$ cat src/rtl/gpr_dbg_pkg.sv
// Shared definitions for the GPR debug dump path: FSM states and default widths.
package gpr_dbg_pkg;

    localparam int unsigned GPR_ADDR_W = 5;
    localparam int unsigned GPR_DATA_W = 32;
    // Checksum width, shared with the host-side checker.
    localparam int unsigned CSUM_W     = GPR_DATA_W;

    typedef enum logic [2:0] {
        ST_IDLE = 3'd0,
        ST_HALT = 3'd1,
        ST_READ = 3'd2,
        ST_SEND = 3'd3,
        ST_CSUM = 3'd4,
        ST_FIN  = 3'd5
    } dump_state_e;

endpackage

$ cat src/rtl/gpr_dump.sv
// Halts the core, walks the register file read port and streams every register
// followed by an additive checksum beat on a valid/ready interface.
module gpr_dump
    import gpr_dbg_pkg::*;
#(
    parameter int unsigned NUM_REGS  = 32,
    parameter int unsigned ADDR_W    = GPR_ADDR_W,
    parameter int unsigned DATA_W    = GPR_DATA_W,
    parameter bit          SKIP_ZERO = 1'b0
) (
    input  logic              clk,
    input  logic              rst,
    input  logic              start,
    output logic              halt_req,
    input  logic              halt_ack,
    output logic [ADDR_W-1:0] rd_addr,
    input  logic [DATA_W-1:0] rd_data,
    output logic              m_valid,
    input  logic              m_ready,
    output logic [DATA_W-1:0] m_data,
    output logic [ADDR_W-1:0] m_idx,
    output logic              m_last,
    output logic              busy,
    output logic              done
);

    localparam logic [ADDR_W-1:0] LAST_IDX  = ADDR_W'(NUM_REGS - 1);
    localparam logic [ADDR_W-1:0] FIRST_IDX = SKIP_ZERO ? ADDR_W'(1) : ADDR_W'(0);

    dump_state_e       state_q, state_d;
    logic [ADDR_W-1:0] idx_q, idx_d;
    logic [DATA_W-1:0] csum_q, csum_d;
    logic [ADDR_W-1:0] rd_addr_q, rd_addr_d;
    logic [DATA_W-1:0] m_data_q, m_data_d;
    logic [ADDR_W-1:0] m_idx_q, m_idx_d;
    logic              m_valid_q, m_valid_d;
    logic              m_last_q, m_last_d;
    logic              halt_req_q, halt_req_d;
    logic              busy_q, busy_d;
    logic              done_q, done_d;
    logic              hs_c;

    assign hs_c = m_valid_q && m_ready;

    // Next-state and registered-output logic.
    always_comb begin
        state_d    = state_q;
        idx_d      = idx_q;
        csum_d     = csum_q;
        rd_addr_d  = rd_addr_q;
        m_data_d   = m_data_q;
        m_idx_d    = m_idx_q;
        m_valid_d  = m_valid_q;
        m_last_d   = m_last_q;
        halt_req_d = halt_req_q;
        done_d     = 1'b0;

        unique case (state_q)
            ST_IDLE: begin
                if (start) begin
                    state_d    = ST_HALT;
                    csum_d     = '0;
                    idx_d      = FIRST_IDX;
                    halt_req_d = 1'b1;
                end
            end
            ST_HALT: begin
                // rd_addr is registered, so it is loaded on the way into READ.
                if (halt_ack) begin
                    state_d   = ST_READ;
                    rd_addr_d = idx_q;
                end
            end
            ST_READ: begin
                m_data_d  = rd_data;
                m_idx_d   = idx_q;
                csum_d    = csum_q + rd_data;
                m_valid_d = 1'b1;
                state_d   = ST_SEND;
            end
            ST_SEND: begin
                if (hs_c) begin
                    if (idx_q == LAST_IDX) begin
                        state_d   = ST_CSUM;
                        m_data_d  = csum_q;
                        m_idx_d   = '0;
                        m_last_d  = 1'b1;
                    end else begin
                        state_d   = ST_READ;
                        m_valid_d = 1'b0;
                        idx_d     = idx_q + ADDR_W'(1);
                        rd_addr_d = idx_q + ADDR_W'(1);
                    end
                end
            end
            ST_CSUM: begin
                if (hs_c) begin
                    state_d    = ST_FIN;
                    m_valid_d  = 1'b0;
                    m_last_d   = 1'b0;
                    halt_req_d = 1'b0;
                end
            end
            ST_FIN: begin
                done_d  = 1'b1;
                state_d = ST_IDLE;
            end
            default: begin
                state_d = ST_IDLE;
            end
        endcase

        busy_d = (state_d != ST_IDLE);
    end

    always_ff @(posedge clk or negedge rst) begin
        if (!rst) begin
            state_q    <= ST_IDLE;
            idx_q      <= '0;
            csum_q     <= '0;
            rd_addr_q  <= '0;
            m_data_q   <= '0;
            m_idx_q    <= '0;
            m_valid_q  <= 1'b0;
            m_last_q   <= 1'b0;
            halt_req_q <= 1'b0;
            busy_q     <= 1'b0;
            done_q     <= 1'b0;
        end else begin
            state_q    <= state_d;
            idx_q      <= idx_d;
            csum_q     <= csum_d;
            rd_addr_q  <= rd_addr_d;
            m_data_q   <= m_data_d;
            m_idx_q    <= m_idx_d;
            m_valid_q  <= m_valid_d;
            m_last_q   <= m_last_d;
            halt_req_q <= halt_req_d;
            busy_q     <= busy_d;
            done_q     <= done_d;
        end
    end

    assign halt_req = halt_req_q;
    assign rd_addr  = rd_addr_q;
    assign m_valid  = m_valid_q;
    assign m_data   = m_data_q;
    assign m_idx    = m_idx_q;
    assign m_last   = m_last_q;
    assign busy     = busy_q;
    assign done     = done_q;

endmodule

$ cat config.mk
export PLATFORM = sky130hd
export DESIGN_NAME = gpr_dump
export DESIGN_NICKNAME = d
export VERILOG_FILES = /design/src/rtl/gpr_dbg_pkg.sv /design/src/rtl/gpr_dump.sv
export SDC_FILE = /design/constraint.sdc
export NUM_CORES = 1
export LEC_CHECK = 0
export ABC_AREA = 1
export CORE_ASPECT_RATIO = 0.5
export CORE_UTILIZATION = 42
export DETAILED_ROUTE_END_ITERATION = 8
export GPL_ROUTABILITY_DRIVEN = 0
export PLACE_DENSITY = 0.66
export SLEW_MARGIN = 40
export SYNTH_ARGS = -nofsm -noshare
export SYNTH_HDL_FRONTEND = slang
export SYNTH_SLANG_ARGS = --single-unit
$ cat constraint.sdc
create_clock -name clk -period 1.94 [get_ports clk]
set_input_delay 0.291 -clock clk [delete_from_list [all_inputs] [get_ports clk]]
set_output_delay 0.291 -clock clk [all_outputs]
set_load 0.02 [all_outputs]
==> out/metrics.json <==
{
  "run_status": {"value": "finished, final reports clean"},
  "coreArea": {"value": 0.01381, "unit": "mm^2"},
  "peakVddDrop": {"value": 0.6206, "unit": "mV"},
  "cts.htree.levels": {"value": 3},
  "report.final.hold_viol_count": {"value": 0},
  "crit_buf_inv": {"value": 2},
  "nNetsFinal": {"value": 1121},
  "commonest_cells_in_the_synthesized_netlist": {"value": "sky130_fd_sc_hd__nand2_1 (376), sky130_fd_sc_hd__inv_1 (133), sky130_fd_sc_hd__dfrtp_1 (87), sky130_fd_sc_hd__nor2_1 (78), sky130_fd_sc_hd__nand3_1 (46)"},
  "dpl_cell_area": {"value": 0.007468, "unit": "mm^2"},
  "placed_cells": {"value": 1223},
  "fmax": {"value": 542.0, "unit": "MHz"},
  "cts_inserted_buffers": {"value": 9},
  "async_flop_share": {"value": 1.000},
  "path_class_of_the_lowest_slack_min_delay_path": {"value": "input port to flip-flop"},
  "worstSetupPathType": {"value": "input port to flip-flop"},
  "wl": {"value": 16950, "unit": "um"},
  "dr_total_vias": {"value": 6089},
  "final_core_utilization": {"value": 0.5860},
  "synth_area_leader_cell": {"value": "sky130_fd_sc_hd__dfrtp_1"},
  "synth-seq-cells": {"value": 87},
  "overall_die_height": {"value": 87.03, "unit": "um"},
  "drtPass1Iterations": {"value": 5},
  "die-area": {"value": 0.01497, "unit": "mm^2"},
  "grt_overflow_total": {"value": 0},
  "drc": {"value": 0},
  "initial_utilization": {"value": 0.4397},
  "main_area_contributors_after_synthesis": {"value": "sky130_fd_sc_hd__dfrtp_1 (36%), sky130_fd_sc_hd__nand2_1 (23%), sky130_fd_sc_hd__inv_1 (8.2%), sky130_fd_sc_hd__ha_1 (7.2%), sky130_fd_sc_hd__nor2_1 (4.8%)"},
  "timing.clock.skew": {"value": 0.009940, "unit": "ns"},
  "die-width": {"value": 172.1, "unit": "um"},
  "drt-initial-drc-count": {"value": 457},
  "synth.net_count": {"value": 989},
  "layout.cell_area.non_filler": {"value": 0.008094, "unit": "mm^2"},
  "cp_top_family": {"value": "buffers and inverters"},
  "synthDistinctLibCells": {"value": 31},
  "dp_hpwl": {"value": 12420, "unit": "um"},
  "worstSkewPairLatency": {"value": 0.36, "unit": "ns"},
  "tightestPinTransition": {"value": 0.4715, "unit": "ns"},
  "rsz0062_at_grt": {"value": "true"},
  "worstPathRequired": {"value": 2.17, "unit": "ns"},
  "track_usage": {"value": 0.2301},
  "synth-edff-count": {"value": 0},
  "post_layout_nonfiller_instances": {"value": 1245},
  "crit_arrival": {"value": 2.08, "unit": "ns"},
  "core.rowCount": {"value": 30},
  "critPathLaunchType": {"value": "input port"},
  "areaGrowthSynthToFinish": {"value": 33.27, "unit": "%"},
  "clkSlewWorstSetupHoldPaths": {"value": 0.07, "unit": "ns"},
  "timing.final.max_slew_violations": {"value": 0},
  "finalHoldWorstSlack": {"value": 0.2514, "unit": "ns"},
  "antenna_found_initial": {"value": 0},
  "synthesis.instances": {"value": 916},
  "power.density_cell_area": {"value": 1756, "unit": "mW/mm^2"},
  "placement.io_buffers": {"value": 83},
  "yosysMostFrequentCell": {"value": "sky130_fd_sc_hd__nand2_1"},
  "clkSinkCount": {"value": 87},
  "global_route_wire_length_before_repair": {"value": 26880, "unit": "um"},
  "synth.avg_cell_area": {"value": 6.630, "unit": "um^2"},
  "antenna_cells": {"value": 0},
  "final.period_utilization": {"value": 0.9510},
  "drtAntennaViolNets": {"value": 0},
  "number_of_global_route_vias_before_repair": {"value": 5608},
  "yosysSeqAreaShare": {"value": 0.3585},
  "crit_path_max_fanout": {"value": 4},
  "vias_per_cell": {"value": 4.891},
  "highest_cell_delay_on_the_worst_timing_path": {"value": 0.57, "unit": "ns"},
  "slowest_stage": {"value": "sky130_fd_sc_hd__clkdlybuf4s50_1"},
  "critPathMostFrequentCell": {"value": "sky130_fd_sc_hd__nand2_1"},
  "worst_slew_margin_rel": {"value": 0.6857},
  "fin_ws": {"value": 0.09497, "unit": "ns"},
  "worstSetupEndpointType": {"value": "flip-flop"},
  "max-clock-path-buffers": {"value": 2},
  "routed_wire_length_per_instance": {"value": 13.61, "unit": "um"},
  "static_leakage": {"value": 4.217, "unit": "nW"},
  "top_level_ports": {"value": 84},
  "ys.flop_type": {"value": "sky130_fd_sc_hd__dfrtp_1"},
  "layout_cells_sized_above_1": {"value": 0.1453},
  "crit_chain": {"value": "clkdlybuf4s50_1 -> ha_4 -> nand2_1 -> inv_1 -> nand2_1 -> nand2_1 -> a21oi_1 -> nand2_2 -> o21ai_0 -> nand2_1"},
  "cap_viol_max_count": {"value": 0},
  "ys.warnings.count": {"value": 0},
  "clock-root-buffer": {"value": "sky130_fd_sc_hd__clkbuf_16"},
  "place_ws": {"value": -0.4281, "unit": "ns"},
  "finalWorstPathRequiredPeriod": {"value": 1.845, "unit": "ns"},
  "tritoncts_clock_tree": {"value": "yes"},
  "post_synthesis_cell_area": {"value": 0.006073, "unit": "mm^2"},
  "synth_top_area_share": {"value": 0.3585},
  "largest_net_degree_at_the_start_of_global_routing": {"value": 41},
  "final-setup-viol-count": {"value": 0}
}
[path summary, 6_finish.rpt]
check                                        from                endpoint  slack, ns  cells after the start
min reg2reg                  m_idx[0]$_DFFE_PN0P_    m_idx[0]$_DFFE_PN0P_       0.48                      2
min                                    rd_data[0]   m_data[0]$_DFFE_PN0P_       0.25                      3
min in group asynchronous                     rst  csum_q[31]$_DFFE_PN0P_       0.43                      2
max reg2reg                csum_q[14]$_DFFE_PN0P_  csum_q[27]$_DFFE_PN0P_       0.09                     11
max in group asynchronous                     rst  csum_q[20]$_DFFE_PN0P_       0.86                      3
max                                    rd_data[8]  csum_q[14]$_DFFE_PN0P_       0.09                     10
[logic make-up (layout without fill, tap and decap cells)]
family,Yosys count,after routing,synth area share
AOI/OAI and AO/OA,103,103,0.1047
xor gates and xnor gates,6,6,0.008653
adders and majority gates,36,36,0.07540
buffers and inverters,158,295,0.1044
DFF,87,87,0.3585
and+or+nand+nor,526,526,0.3484
[final cells by class]
| class | count | area, um^2 |
|---|---|---|
| Sequential cell | 87 | 2177 |
| Clock inverter | 7 | 75.07 |
| Multi-Input combinational cell | 671 | 3512 |
| Tap cell | 192 | 240.2 |
| Inverter | 138 | 520.5 |
| Timing Repair Buffer | 141 | 1344 |
| Clock buffer | 9 | 225.2 |
| Fill cell | 1320 | 5719 |
[cell usage in the layout, fill, tap and decap left out, types with 3 or more instances in the layout]
master / instances
sky130_fd_sc_hd__clkbuf_16: 10
sky130_fd_sc_hd__nand2_2: 12
sky130_fd_sc_hd__a21oi_2: 6
sky130_fd_sc_hd__dfrtp_1: 87
sky130_fd_sc_hd__inv_1: 128
sky130_fd_sc_hd__a21oi_1: 25
sky130_fd_sc_hd__buf_12: 4
sky130_fd_sc_hd__inv_2: 9
sky130_fd_sc_hd__ha_4: 9
sky130_fd_sc_hd__nand2_1: 363
sky130_fd_sc_hd__ha_2: 4
sky130_fd_sc_hd__dlymetal6s2s_1: 4
sky130_fd_sc_hd__nor2_2: 17
sky130_fd_sc_hd__nand3_1: 42
sky130_fd_sc_hd__clkdlybuf4s50_1: 78
sky130_fd_sc_hd__ha_1: 22
sky130_fd_sc_hd__xnor2_1: 4
sky130_fd_sc_hd__o21ai_0: 27
sky130_fd_sc_hd__nand3_4: 3
sky130_fd_sc_hd__a31oi_1: 29
sky130_fd_sc_hd__nand4_1: 5
sky130_fd_sc_hd__buf_4: 53
sky130_fd_sc_hd__o21bai_1: 3
sky130_fd_sc_hd__nand3_2: 3
sky130_fd_sc_hd__a31oi_2: 7
sky130_fd_sc_hd__nor3_1: 5
sky130_fd_sc_hd__inv_8: 3
sky130_fd_sc_hd__nor2_1: 68
[metal layers]
metal | wire length [um] | track usage
met2 | 7487 | 0.3622
met3 | 807 | 0.04225
met5 | 0 | 0
met1 | 8473 | 0.3263
met4 | 180 | 0.05632
[sequential cells by signal (all words and copies together), names as in the netlist]
name	flops
done	1
m_idx	5
m_valid	1
m_last	1
csum_q	32
rd_addr	5
busy	1
state_q	3
idx_q	5
m_data	32
halt_req	1
[per-stage QoR]
| step | TNS (ns) | power (W) |
|---|---|---|
| final | 0 | 0.01421 |
| after global routing | -0.03517 | 0.01541 |
| after CTS | 0 | 0.01363 |
| after detailed placement | -8.273 | 0.01176 |
| after global placement | -7.229 | 0.01160 |
| after floorplan | 0 | 0.008625 |
[power by group]
part / internal [W] / total, W / leakage [nW] / switching [W]
sequential: 0.00266 / 0.00325 / 1.04 / 0.000598
combinational: 0.00379 / 0.00916 / 3.03 / 0.00537
clock: 0.000915 / 0.00180 / 0.145 / 0.000885
[worst min-delay path, stage by stage]
cell and delay, ns:
sky130_fd_sc_hd__dlymetal6s2s_1 0.14, sky130_fd_sc_hd__nand2_1 0.07, sky130_fd_sc_hd__a31oi_1 0.07
[timing repair]
| item | 4_1_cts | 5_1_grt |
|---|---|---|
| cloned | 0 | 1 |
| hold endpoints to repair | 29 | 0 |
| resized for setup | 3 | 59 |
| hold buffers | 1 | 0 |
| buffers inserted | 0 | 4 |
| pin swaps | 0 | 6 |
| setup endpoints to repair | 3 | 54 |
Note: power is estimated with default switching activity, not from simulation.
